--- config.mk ---
export PLATFORM = sky130hd
export DESIGN_NAME = dmac_burst_ctrl
export DESIGN_NICKNAME = d
export VERILOG_FILES = /design/src/rtl/dmac_pkg.sv /design/src/rtl/dmac_burst_calc.sv /design/src/rtl/dmac_burst_ctrl.sv
export SDC_FILE = /design/constraint.sdc
export NUM_CORES = 1
export LEC_CHECK = 0
export BUFFER_PORTS_ARGS = -buffer_cell sky130_fd_sc_hd__buf_2
export CORE_MARGIN = 3
export CORE_UTILIZATION = 40
export CTS_CLUSTER_SIZE = 40
export DETAILED_ROUTE_END_ITERATION = 16
export HOLD_SLACK_MARGIN = 0.03
export PLACE_DENSITY = 0.71
export SLEW_MARGIN = 20
export SYNTH_ARGS = -nofsm -noshare
export SYNTH_HDL_FRONTEND = slang
export SYNTH_SLANG_ARGS = --single-unit
--- constraint.sdc ---
create_clock -name clk -period 3 [get_ports clk]
set_input_delay 0.15 -clock clk [delete_from_list [all_inputs] [get_ports clk]]
set_output_delay 0.15 -clock clk [all_outputs]
set_load 0.01 [all_outputs]
--- src/rtl/dmac_pkg.sv ---
// rtl/dmac_pkg.sv - shared state type and constants for the DMA burst sequencer
package dmac_pkg;

    typedef enum logic [2:0] {
        ST_IDLE,
        ST_RREQ,
        ST_RDATA,
        ST_WREQ,
        ST_WDATA,
        ST_WRESP
    } dmac_burst_state_t;

    localparam int DMAC_DATA_WIDTH = 32;
    localparam int BEAT_BYTES      = DMAC_DATA_WIDTH / 8;
    localparam int AXI_LEN_WIDTH   = 4;

endpackage

--- src/rtl/dmac_burst_calc.sv ---
// rtl/dmac_burst_calc.sv - burst size clamp and post-burst address increment
module dmac_burst_calc
    import dmac_pkg::*;
#(
    parameter int ADDR_WIDTH    = 32,
    parameter int LEN_WIDTH     = 16,
    parameter int MAX_BEATS_LG2 = 4
) (
    input  logic [LEN_WIDTH-1:0]     i_words,
    input  logic [MAX_BEATS_LG2:0]   i_beats,
    input  logic [ADDR_WIDTH-1:0]    i_src,
    input  logic [ADDR_WIDTH-1:0]    i_dst,
    output logic [MAX_BEATS_LG2:0]   o_beats,
    output logic [ADDR_WIDTH-1:0]    o_src_next,
    output logic [ADDR_WIDTH-1:0]    o_dst_next
);

    localparam logic [LEN_WIDTH-1:0]     MAX_WORDS = LEN_WIDTH'(1 << MAX_BEATS_LG2);
    localparam logic [MAX_BEATS_LG2:0]   MAX_BEATS = (MAX_BEATS_LG2 + 1)'(1 << MAX_BEATS_LG2);

    logic [ADDR_WIDTH-1:0] w_step;

    assign o_beats    = (i_words > MAX_WORDS) ? MAX_BEATS : i_words[MAX_BEATS_LG2:0];
    // Address sums wrap naturally at ADDR_WIDTH bits.
    assign w_step     = ADDR_WIDTH'(i_beats) * ADDR_WIDTH'(BEAT_BYTES);
    assign o_src_next = i_src + w_step;
    assign o_dst_next = i_dst + w_step;

endmodule

--- src/rtl/dmac_burst_ctrl.sv ---
// rtl/dmac_burst_ctrl.sv - single-channel DMA sequencer: read bursts fill the FIFO, write bursts drain it
module dmac_burst_ctrl
    import dmac_pkg::*;
#(
    parameter int ADDR_WIDTH    = 32,
    parameter int DATA_WIDTH    = 32,
    parameter int LEN_WIDTH     = 16,
    parameter int MAX_BEATS_LG2 = 4
) (
    input  logic                     clk,
    input  logic                     rst_n,
    input  logic                     start_i,
    input  logic [ADDR_WIDTH-1:0]    src_addr_i,
    input  logic [ADDR_WIDTH-1:0]    dst_addr_i,
    input  logic [LEN_WIDTH-1:0]     byte_len_i,
    output logic                     busy_o,
    output logic                     done_o,
    output logic [ADDR_WIDTH-1:0]    araddr_o,
    output logic [AXI_LEN_WIDTH-1:0] arlen_o,
    output logic                     arvalid_o,
    input  logic                     arready_i,
    input  logic [DATA_WIDTH-1:0]    rdata_i,
    input  logic                     rlast_i,
    input  logic                     rvalid_i,
    output logic                     rready_o,
    output logic [ADDR_WIDTH-1:0]    awaddr_o,
    output logic [AXI_LEN_WIDTH-1:0] awlen_o,
    output logic                     awvalid_o,
    input  logic                     awready_i,
    output logic [DATA_WIDTH-1:0]    wdata_o,
    output logic                     wlast_o,
    output logic                     wvalid_o,
    input  logic                     wready_i,
    input  logic                     bvalid_i,
    output logic                     bready_o,
    output logic                     fifo_wren_o,
    output logic [DATA_WIDTH-1:0]    fifo_wdata_o,
    input  logic                     fifo_full_i,
    output logic                     fifo_rden_o,
    input  logic [DATA_WIDTH-1:0]    fifo_rdata_i,
    input  logic                     fifo_empty_i
);

    localparam int                 BW       = MAX_BEATS_LG2 + 1;
    localparam logic [BW-1:0]      ONE_BEAT = BW'(1);

    dmac_burst_state_t     r_state, w_next;
    logic [ADDR_WIDTH-1:0] r_src, r_dst;
    logic [LEN_WIDTH-1:0]  r_words;
    logic [BW-1:0]         r_beats, r_cnt;
    logic                  r_done;

    logic [LEN_WIDTH-1:0]     w_words_left, w_calc_words;
    logic [BW-1:0]            w_calc_beats, w_last_idx;
    logic [ADDR_WIDTH-1:0]    w_src_next, w_dst_next;
    logic [AXI_LEN_WIDTH-1:0] w_axi_len;
    logic                     w_rbeat, w_wbeat;

    assign w_words_left = r_words - LEN_WIDTH'(r_beats);
    // In IDLE the clamp sizes the first burst from the request, in WRESP the next one.
    assign w_calc_words = (r_state == ST_IDLE) ? (byte_len_i >> 2) : w_words_left;
    assign w_last_idx   = r_beats - ONE_BEAT;
    assign w_axi_len    = AXI_LEN_WIDTH'(w_last_idx);

    dmac_burst_calc #(
        .ADDR_WIDTH    (ADDR_WIDTH),
        .LEN_WIDTH     (LEN_WIDTH),
        .MAX_BEATS_LG2 (MAX_BEATS_LG2)
    ) u_calc (
        .i_words    (w_calc_words),
        .i_beats    (r_beats),
        .i_src      (r_src),
        .i_dst      (r_dst),
        .o_beats    (w_calc_beats),
        .o_src_next (w_src_next),
        .o_dst_next (w_dst_next)
    );

    always_ff @(posedge clk or negedge rst_n) begin
        if (!rst_n) r_state <= ST_IDLE;
        else        r_state <= w_next;
    end

    always_comb begin
        w_next       = r_state;
        arvalid_o    = 1'b0;
        araddr_o     = '0;
        arlen_o      = '0;
        rready_o     = 1'b0;
        fifo_wren_o  = 1'b0;
        fifo_wdata_o = '0;
        awvalid_o    = 1'b0;
        awaddr_o     = '0;
        awlen_o      = '0;
        wvalid_o     = 1'b0;
        wdata_o      = '0;
        wlast_o      = 1'b0;
        fifo_rden_o  = 1'b0;
        bready_o     = 1'b0;
        w_rbeat      = 1'b0;
        w_wbeat      = 1'b0;
        case (r_state)
            ST_IDLE: begin
                if (start_i && (w_calc_words != '0)) w_next = ST_RREQ;
            end
            ST_RREQ: begin
                arvalid_o = 1'b1;
                araddr_o  = r_src;
                arlen_o   = w_axi_len;
                if (arready_i) w_next = ST_RDATA;
            end
            ST_RDATA: begin
                rready_o     = ~fifo_full_i;
                w_rbeat      = rvalid_i & ~fifo_full_i;
                fifo_wren_o  = w_rbeat;
                fifo_wdata_o = rdata_i;
                if (w_rbeat && rlast_i) w_next = ST_WREQ;
            end
            ST_WREQ: begin
                awvalid_o = 1'b1;
                awaddr_o  = r_dst;
                awlen_o   = w_axi_len;
                if (awready_i) w_next = ST_WDATA;
            end
            ST_WDATA: begin
                wvalid_o    = ~fifo_empty_i;
                wdata_o     = fifo_rdata_i;
                wlast_o     = (r_cnt == w_last_idx);
                w_wbeat     = ~fifo_empty_i & wready_i;
                fifo_rden_o = w_wbeat;
                if (w_wbeat && wlast_o) w_next = ST_WRESP;
            end
            ST_WRESP: begin
                bready_o = 1'b1;
                if (bvalid_i) w_next = (w_words_left == '0) ? ST_IDLE : ST_RREQ;
            end
            default: w_next = ST_IDLE;
        endcase
    end

    always_ff @(posedge clk or negedge rst_n) begin
        if (!rst_n) begin
            r_src   <= '0;
            r_dst   <= '0;
            r_words <= '0;
            r_beats <= '0;
            r_cnt   <= '0;
            r_done  <= 1'b0;
        end else begin
            r_done <= 1'b0;
            case (r_state)
                ST_IDLE: begin
                    if (start_i) begin
                        r_src   <= src_addr_i;
                        r_dst   <= dst_addr_i;
                        r_words <= w_calc_words;
                        r_beats <= w_calc_beats;
                        r_cnt   <= '0;
                        if (w_calc_words == '0) r_done <= 1'b1;
                    end
                end
                ST_RDATA: begin
                    if (w_rbeat) begin
                        if (rlast_i) begin
                            r_src <= w_src_next;
                            r_cnt <= '0;
                        end else begin
                            r_cnt <= r_cnt + ONE_BEAT;
                        end
                    end
                end
                ST_WDATA: begin
                    if (w_wbeat) begin
                        if (wlast_o) begin
                            r_dst <= w_dst_next;
                            r_cnt <= '0;
                        end else begin
                            r_cnt <= r_cnt + ONE_BEAT;
                        end
                    end
                end
                ST_WRESP: begin
                    if (bvalid_i) begin
                        r_words <= w_words_left;
                        r_beats <= w_calc_beats;
                        if (w_words_left == '0) r_done <= 1'b1;
                    end
                end
                default: ;
            endcase
        end
    end

    assign busy_o = (r_state != ST_IDLE);
    assign done_o = r_done;

endmodule

# Yosys cells after proc, flatten, opt, wreduce, memory -nomap -nowiden
# Index checks and enable logic that the tools add are counted.
# word_totals
ff_bits,94
input_bits,155
out_inout_bits,146
word_cells,100
# classes
add_sub_neg,5
magnitude_cmp,1
eq_ne,17
mux,49
n_bitwise,4
n_reduce_logical,17
# ops
operator,n
$mux 32,10
$pmux 32 s2,2
$add 32x7->32,2
$mux 16,3
$mux 5,8
$logic_not 16->1,2
$pmux 16 s2,1
$ne 2x2->1 const B,10
$mux 3,6
$pmux 3 s6,1
$gt 16x5->1 const B,1
$reduce_bool 16->1,1
$sub 16x5->16,1
$pmux 5 s3,1
$mux 1,13
$reduce_and 4->1,3
$pmux 5 s2,1
$mux 4,2
$eq 3x2->1 const B,2
$eq 3x3->1 const B,2
$reduce_and 6->1,1
$reduce_bool 2->1,3
$reduce_bool 3->1,2
$add 5x1->5 const B,1
10 further kinds,14

# Longest topological paths before layout
# logic_depth
depth_word,6
ltp_mapped,10
mapped_depth_nobuf,10

# Cells and area by module
# A second synthesis with hierarchy kept.
# unflattened
cells_unflattened,954
hier_area_um2,7674.9
# modules_own_cells
module,n_inst,cells_per_inst,area_each_um2,seq_area_each_um2
dmac_burst_ctrl,1,727,6178.4,2352.3
dmac_burst_calc,1,227,1496.4,0.0

# Worst setup path before layout
# OpenSTA, ideal clock, no wires.
# synth_path
path_type,register to register
from,register r_beats[0]
to,register r_state[0]
setup_ns,0.126
t_arrival_ns,2.737
required_time_ns,2.874
slack_ns,0.137
stages_incl_launch_ff,9
n_path_buf,0
period_less_slack_ns,2.863
path_cell_list,dfrtp_1 > ha_1 > fa_1 > or4_1 > o41ai_1 > a211oi_1 > o31ai_1 > nand4b_1 > a221o_1
# synth_via
elab_chain_len,6
word_cells_on_any_way,14
cone_classes,add/sub (2); eq/ne (3); mux (4); reduce/logical (5)
# synth_lines
element,line_no,rtl
"start, declared",dmac_burst_ctrl.sv:50,"logic [BW-1:0] r_beats, r_cnt;"
"start signal, assigned",dmac_burst_ctrl.sv:157,r_beats <= w_calc_beats;
"start signal, assigned",dmac_burst_ctrl.sv:185,r_beats <= w_calc_beats;
$sub 16x5->16,dmac_burst_ctrl.sv:59,assign w_words_left = r_words - LEN_WIDTH'(r_beats);
$mux 16,dmac_burst_ctrl.sv:61,assign w_calc_words = (r_state == ST_IDLE) ? (byte_len_i >> 2) : w_words_left;
$reduce_bool 16->1,dmac_burst_ctrl.sv:104,if (start_i && (w_calc_words != '0)) w_next = ST_RREQ;
$logic_and 1x1->1,dmac_burst_ctrl.sv:104,
$ne 2x1->1 (no line),-,
$reduce_and 6->1 (no line),-,
"end signal, assigned",dmac_burst_ctrl.sv:81,else r_state <= w_next;
"end, declared",dmac_burst_ctrl.sv:47,"dmac_burst_state_t r_state, w_next;"
# Several ways; a longest one is shown, not always the timed one. The select of a mux whose other input is x is not followed.
# A chain may end at the register's enable or synchronous reset.

# Worst setup path after layout
# Same ends and word-level chain as after synthesis.

==> impl_metrics.env <==
export IMPL_detail_route_first_pass_iterations=5
export IMPL_finalWorstPathRequiredPeriod_ns=2.87
export IMPL_skew_ns=0.0153
export IMPL_reg2reg_to="r_state[0]"
export IMPL_synthesis_yosys_warnings=0
export IMPL_tightest_slew_ns=0.625
export IMPL_ff2ff_path_depth=9
export IMPL_synthTopCellsByArea="sky130_fd_sc_hd__dfrtp_1 32%, sky130_fd_sc_hd__a21oi_1 7.0%, sky130_fd_sc_hd__and3_1 6.6%"
export IMPL_grt_start_max_net_pins=56
export IMPL_hold_viol=0
export IMPL_num_nets_final=1422
export IMPL_worst_ep_required_time_ns=3.24
export IMPL_placement_rows=48
export IMPL_clock_tree_buffer_depth=2
export IMPL_detailroute_via_count=8329
export IMPL_placer_s_final_routability_congestion_estimate=0.895
export IMPL_overflow=0
export IMPL_synthesis_nets=1131
export IMPL_die_width_um=141
export IMPL_clock_tree_root_cell="sky130_fd_sc_hd__clkbuf_16"
export IMPL_power_density_nw_per_um2=900
export IMPL_worst_r2r_startpoint="r_beats[0]"
export IMPL_placement_io_buffers=298
export IMPL_setup_total_negative_slack_ns=0
export IMPL_detail_route_antenna_nets=0
export IMPL_crit_fanout=4
export IMPL_initial_core_util_pct=41.4
export IMPL_critPathLaunchType="register"
export IMPL_post_dp_cell_area_um2=9150
export IMPL_avgRoutedWirePerCell_um=17.5
export IMPL_dieArea_um2=19800
export IMPL_sequential_area_share_after_synthesis_pct=32.4
export IMPL_max_stage_delay_ns=0.56
export IMPL_layout_worst_path_cycle_share_pct=95.8
export IMPL_endpoint_kind="register"
export IMPL_highest_metal_layer_used_by_the_detailed_router="met4"
export IMPL_ys_seq_elements=94
export IMPL_timing_slew_headroom_pct=58.4
export IMPL_dr_wl_met3_um=1850
export IMPL_routed_wl_met2_um=12100
export IMPL_first_pass_grt_wire_length_um=40400
export IMPL_cell_with_the_biggest_individual_delay_on_the_critical_path="sky130_fd_sc_hd__or4_4"
export IMPL_postSynthCellCount=956
export IMPL_synth_top_cell_area_share_pct=32.4
export IMPL_tritoncts="done"
export IMPL_clock_insertion_delay_worst_skew_ns=0.35
export IMPL_arrival_time_at_the_worst_endpoint_ns=3.11
export IMPL_multi_input_comb_area_um2=4610
export IMPL_synth_async_sr_flop_share_pct=100
export IMPL_num_io_pins=301
export IMPL_final_setup_viol_count=0
export IMPL_path_class="reg -> reg"
export IMPL_worst_path_dominant_cell_family="compound AO/OA/AOI/OAI gates"
export IMPL_vdd_ir_drop_worst_mv=0.582
export IMPL_route_layer_met1_wl_um=11400
export IMPL_avgViaCountPerCell=5.64
export IMPL_hold_path_class="in -> reg"
export IMPL_path_cells="ha_1 > fa_2 > or4_4 > o41ai_1 > a211oi_1 > o31ai_1 > buf_4 > nand4b_1 > a221o_1"
export IMPL_number_of_sinks_handled_by_clock_tree_synthesis=94
export IMPL_unrepaired_setup_endpoints_after_global_routing="false"
export IMPL_antenna_found_initial=0
export IMPL_path_depth=9
export IMPL_critical_path_startpoint="r_beats[0]"
export IMPL_synthFlopType="sky130_fd_sc_hd__dfrtp_1"
export IMPL_totalPowerFinal_mw=8.58
export IMPL_syn_cell_area_um2=7260
export IMPL_chipHeight_um=141
export IMPL_worstPathBufferInverterCount=1
export IMPL_first_global_vias=7663
export IMPL_power_leakage_nw=4.91
export IMPL_floorplan_core_area_um2=17500
export IMPL_tritoncts_num_buffers=9
export IMPL_setup_reg_to_reg_worst_slack_ns=0.13
export IMPL_register_area_um2=2350
export IMPL_number_of_enable_flip_flop_cells_after_synthesis=0
export IMPL_drc_errors=0
export IMPL_grt_use_total_pct=24.8
export IMPL_finalWirelength_um=25800
export IMPL_timing_final_max_slew_violations=0
export IMPL_reg_clk_slew_reported_paths_ns=0.08
export IMPL_synthDominantAreaCellType="sky130_fd_sc_hd__dfrtp_1"
export IMPL_drc_marker_count_from_the_first_detailed_route_iteration=661
export IMPL_diodes=0
export IMPL_yosys_cell_types_count=67
export IMPL_finish_instance_area_um2=9530
export IMPL_crit_end="r_state[0]"
export IMPL_post_dp_hpwl_um=19400
export IMPL_maxCapViolCount=0
export IMPL_cts_h_tree_depth=3
export IMPL_fill_cells=1756
export IMPL_run_status="complete, no violations"
export IMPL_maximum_operating_frequency_mhz=348
export IMPL_layout_drive_gt1_share_pct=30.9
export IMPL_area_growth_syn_to_layout_pct=31.4
export IMPL_post_synth_cell_area_avg_um2=7.59
## layout make-up
cell class	count	share of cell area [%]
multi-input cells	770	48.4
flip-flops and latches	94	24.7
repair buffers	344	19.6
well taps	225	2.95
clock buffers	9	2.36
inverters	28	1.10
clock inverters	7	0.853
## power breakdown
part | switching [mW] | internal [mW] | leakage (nW) | total [mW]
logic | 3.03 | 1.95 | 3.66 | 4.97
registers | 0.581 | 1.82 | 1.11 | 2.40
clock network | 0.553 | 0.658 | 0.147 | 1.21
## worst min path at each step
stage                              from        to  cells past startpoint
after floorplan                   rst_n    done_o                      0
after CTS                 dst_addr_i[2]  r_dst[2]                      3
after detailed placement          rst_n  r_cnt[0]                      1
final                     dst_addr_i[2]  r_dst[2]                      3
after global placement            rst_n  r_cnt[0]                      1
after global routing      dst_addr_i[2]  r_dst[2]                      3
## Yosys cell counts, drive strengths merged (6+ instances only)
library cell  instances
o31ai                13
dfrtp                94
a31oi                12
nand2b                7
clkbuf               59
nand2                80
nand3                36
a21oi               102
a32oi                 6
o21ai                72
nor2                 90
nand4                 9
o22ai                22
and3                 77
ha                   17
a21o                 11
o22a                  6
xnor2                 9
and2                 67
or3                   6
inv                  27
nor3                 26
nor2b                 9
a2bb2oi              10
## cells in the final DEF, fill, tap and decap left out, types with 8 or more instances in the layout
master	count
sky130_fd_sc_hd__ha_1	17
sky130_fd_sc_hd__nor2b_1	8
sky130_fd_sc_hd__o31ai_1	12
sky130_fd_sc_hd__a2bb2oi_1	10
sky130_fd_sc_hd__nand3_1	34
sky130_fd_sc_hd__nor3_1	24
sky130_fd_sc_hd__o21ai_0	70
sky130_fd_sc_hd__a31oi_1	12
sky130_fd_sc_hd__buf_4	42
sky130_fd_sc_hd__o22ai_1	21
sky130_fd_sc_hd__buf_2	297
sky130_fd_sc_hd__nor2_1	88
sky130_fd_sc_hd__and2_1	67
sky130_fd_sc_hd__nand2_1	80
sky130_fd_sc_hd__inv_1	27
sky130_fd_sc_hd__nand4_1	9
sky130_fd_sc_hd__dfrtp_1	93
sky130_fd_sc_hd__a21o_1	11
sky130_fd_sc_hd__xnor2_1	8
sky130_fd_sc_hd__clkbuf_16	9
sky130_fd_sc_hd__and3_1	76
sky130_fd_sc_hd__a21oi_1	101
## metal layers
metal | vias up | track usage [%]
li1 | 4059 | -
met4 | 0 | 6.73
met2 | 352 | 39.2
met3 | 35 | 3.19
met5 | - | 0
met1 | 3883 | 35.9
## worst min-delay path, cell delays in order
cell and delay (ns):
sky130_fd_sc_hd__buf_2 0.09, sky130_fd_sc_hd__nand2_1 0.04, sky130_fd_sc_hd__a31oi_1 0.07
## registers in the layout (all words and copies together) (netlist names)
register,cells
r_beats,5
r_src,32
r_words,16
r_state,3
done_o,1
r_cnt,5
r_dst,32
## logic make-up (layout without fill, tap and decap cells)
| group | Yosys count | after routing | synth area share, % |
|---|---|---|---|
| AOI/OAI and AO/OA | 301 | 301 | 25.6 |
| xor gates and xnor gates | 13 | 13 | 1.57 |
| adders and majority gates | 20 | 20 | 3.76 |
| buffers and inverters | 92 | 388 | 4.85 |
| DFF | 94 | 94 | 32.4 |
| muxes | 7 | 7 | 1.03 |
| and+or+nand+nor | 429 | 429 | 30.7 |
## timing repair
item                                    CTS  global route
endpoints found under the setup margin    0            31
setup buffers                             0             2
hold buffers                              3             0
resized for setup                         0            10
hold endpoints to repair                 41             0
## metrics by stage
| stage | std cells | utilization, % | hold WS (ns) | setup WS, ns |
|---|---|---|---|---|
| floorplan | 956 | - | -0.146 | 0.137 |
| global placement | 1456 | 52.2 | 0.185 | 0.137 |
| global route | 1477 | 54.4 | 0.0520 | 0.0225 |
| detailed placement | 1456 | 52.2 | 0.195 | 0.0280 |
| finish | 1477 | 54.4 | 0.0424 | 0.126 |
| CTS | 1475 | 54.1 | 0.0304 | 0.00447 |
No activity file was read; power rests on OpenSTA's default activity.
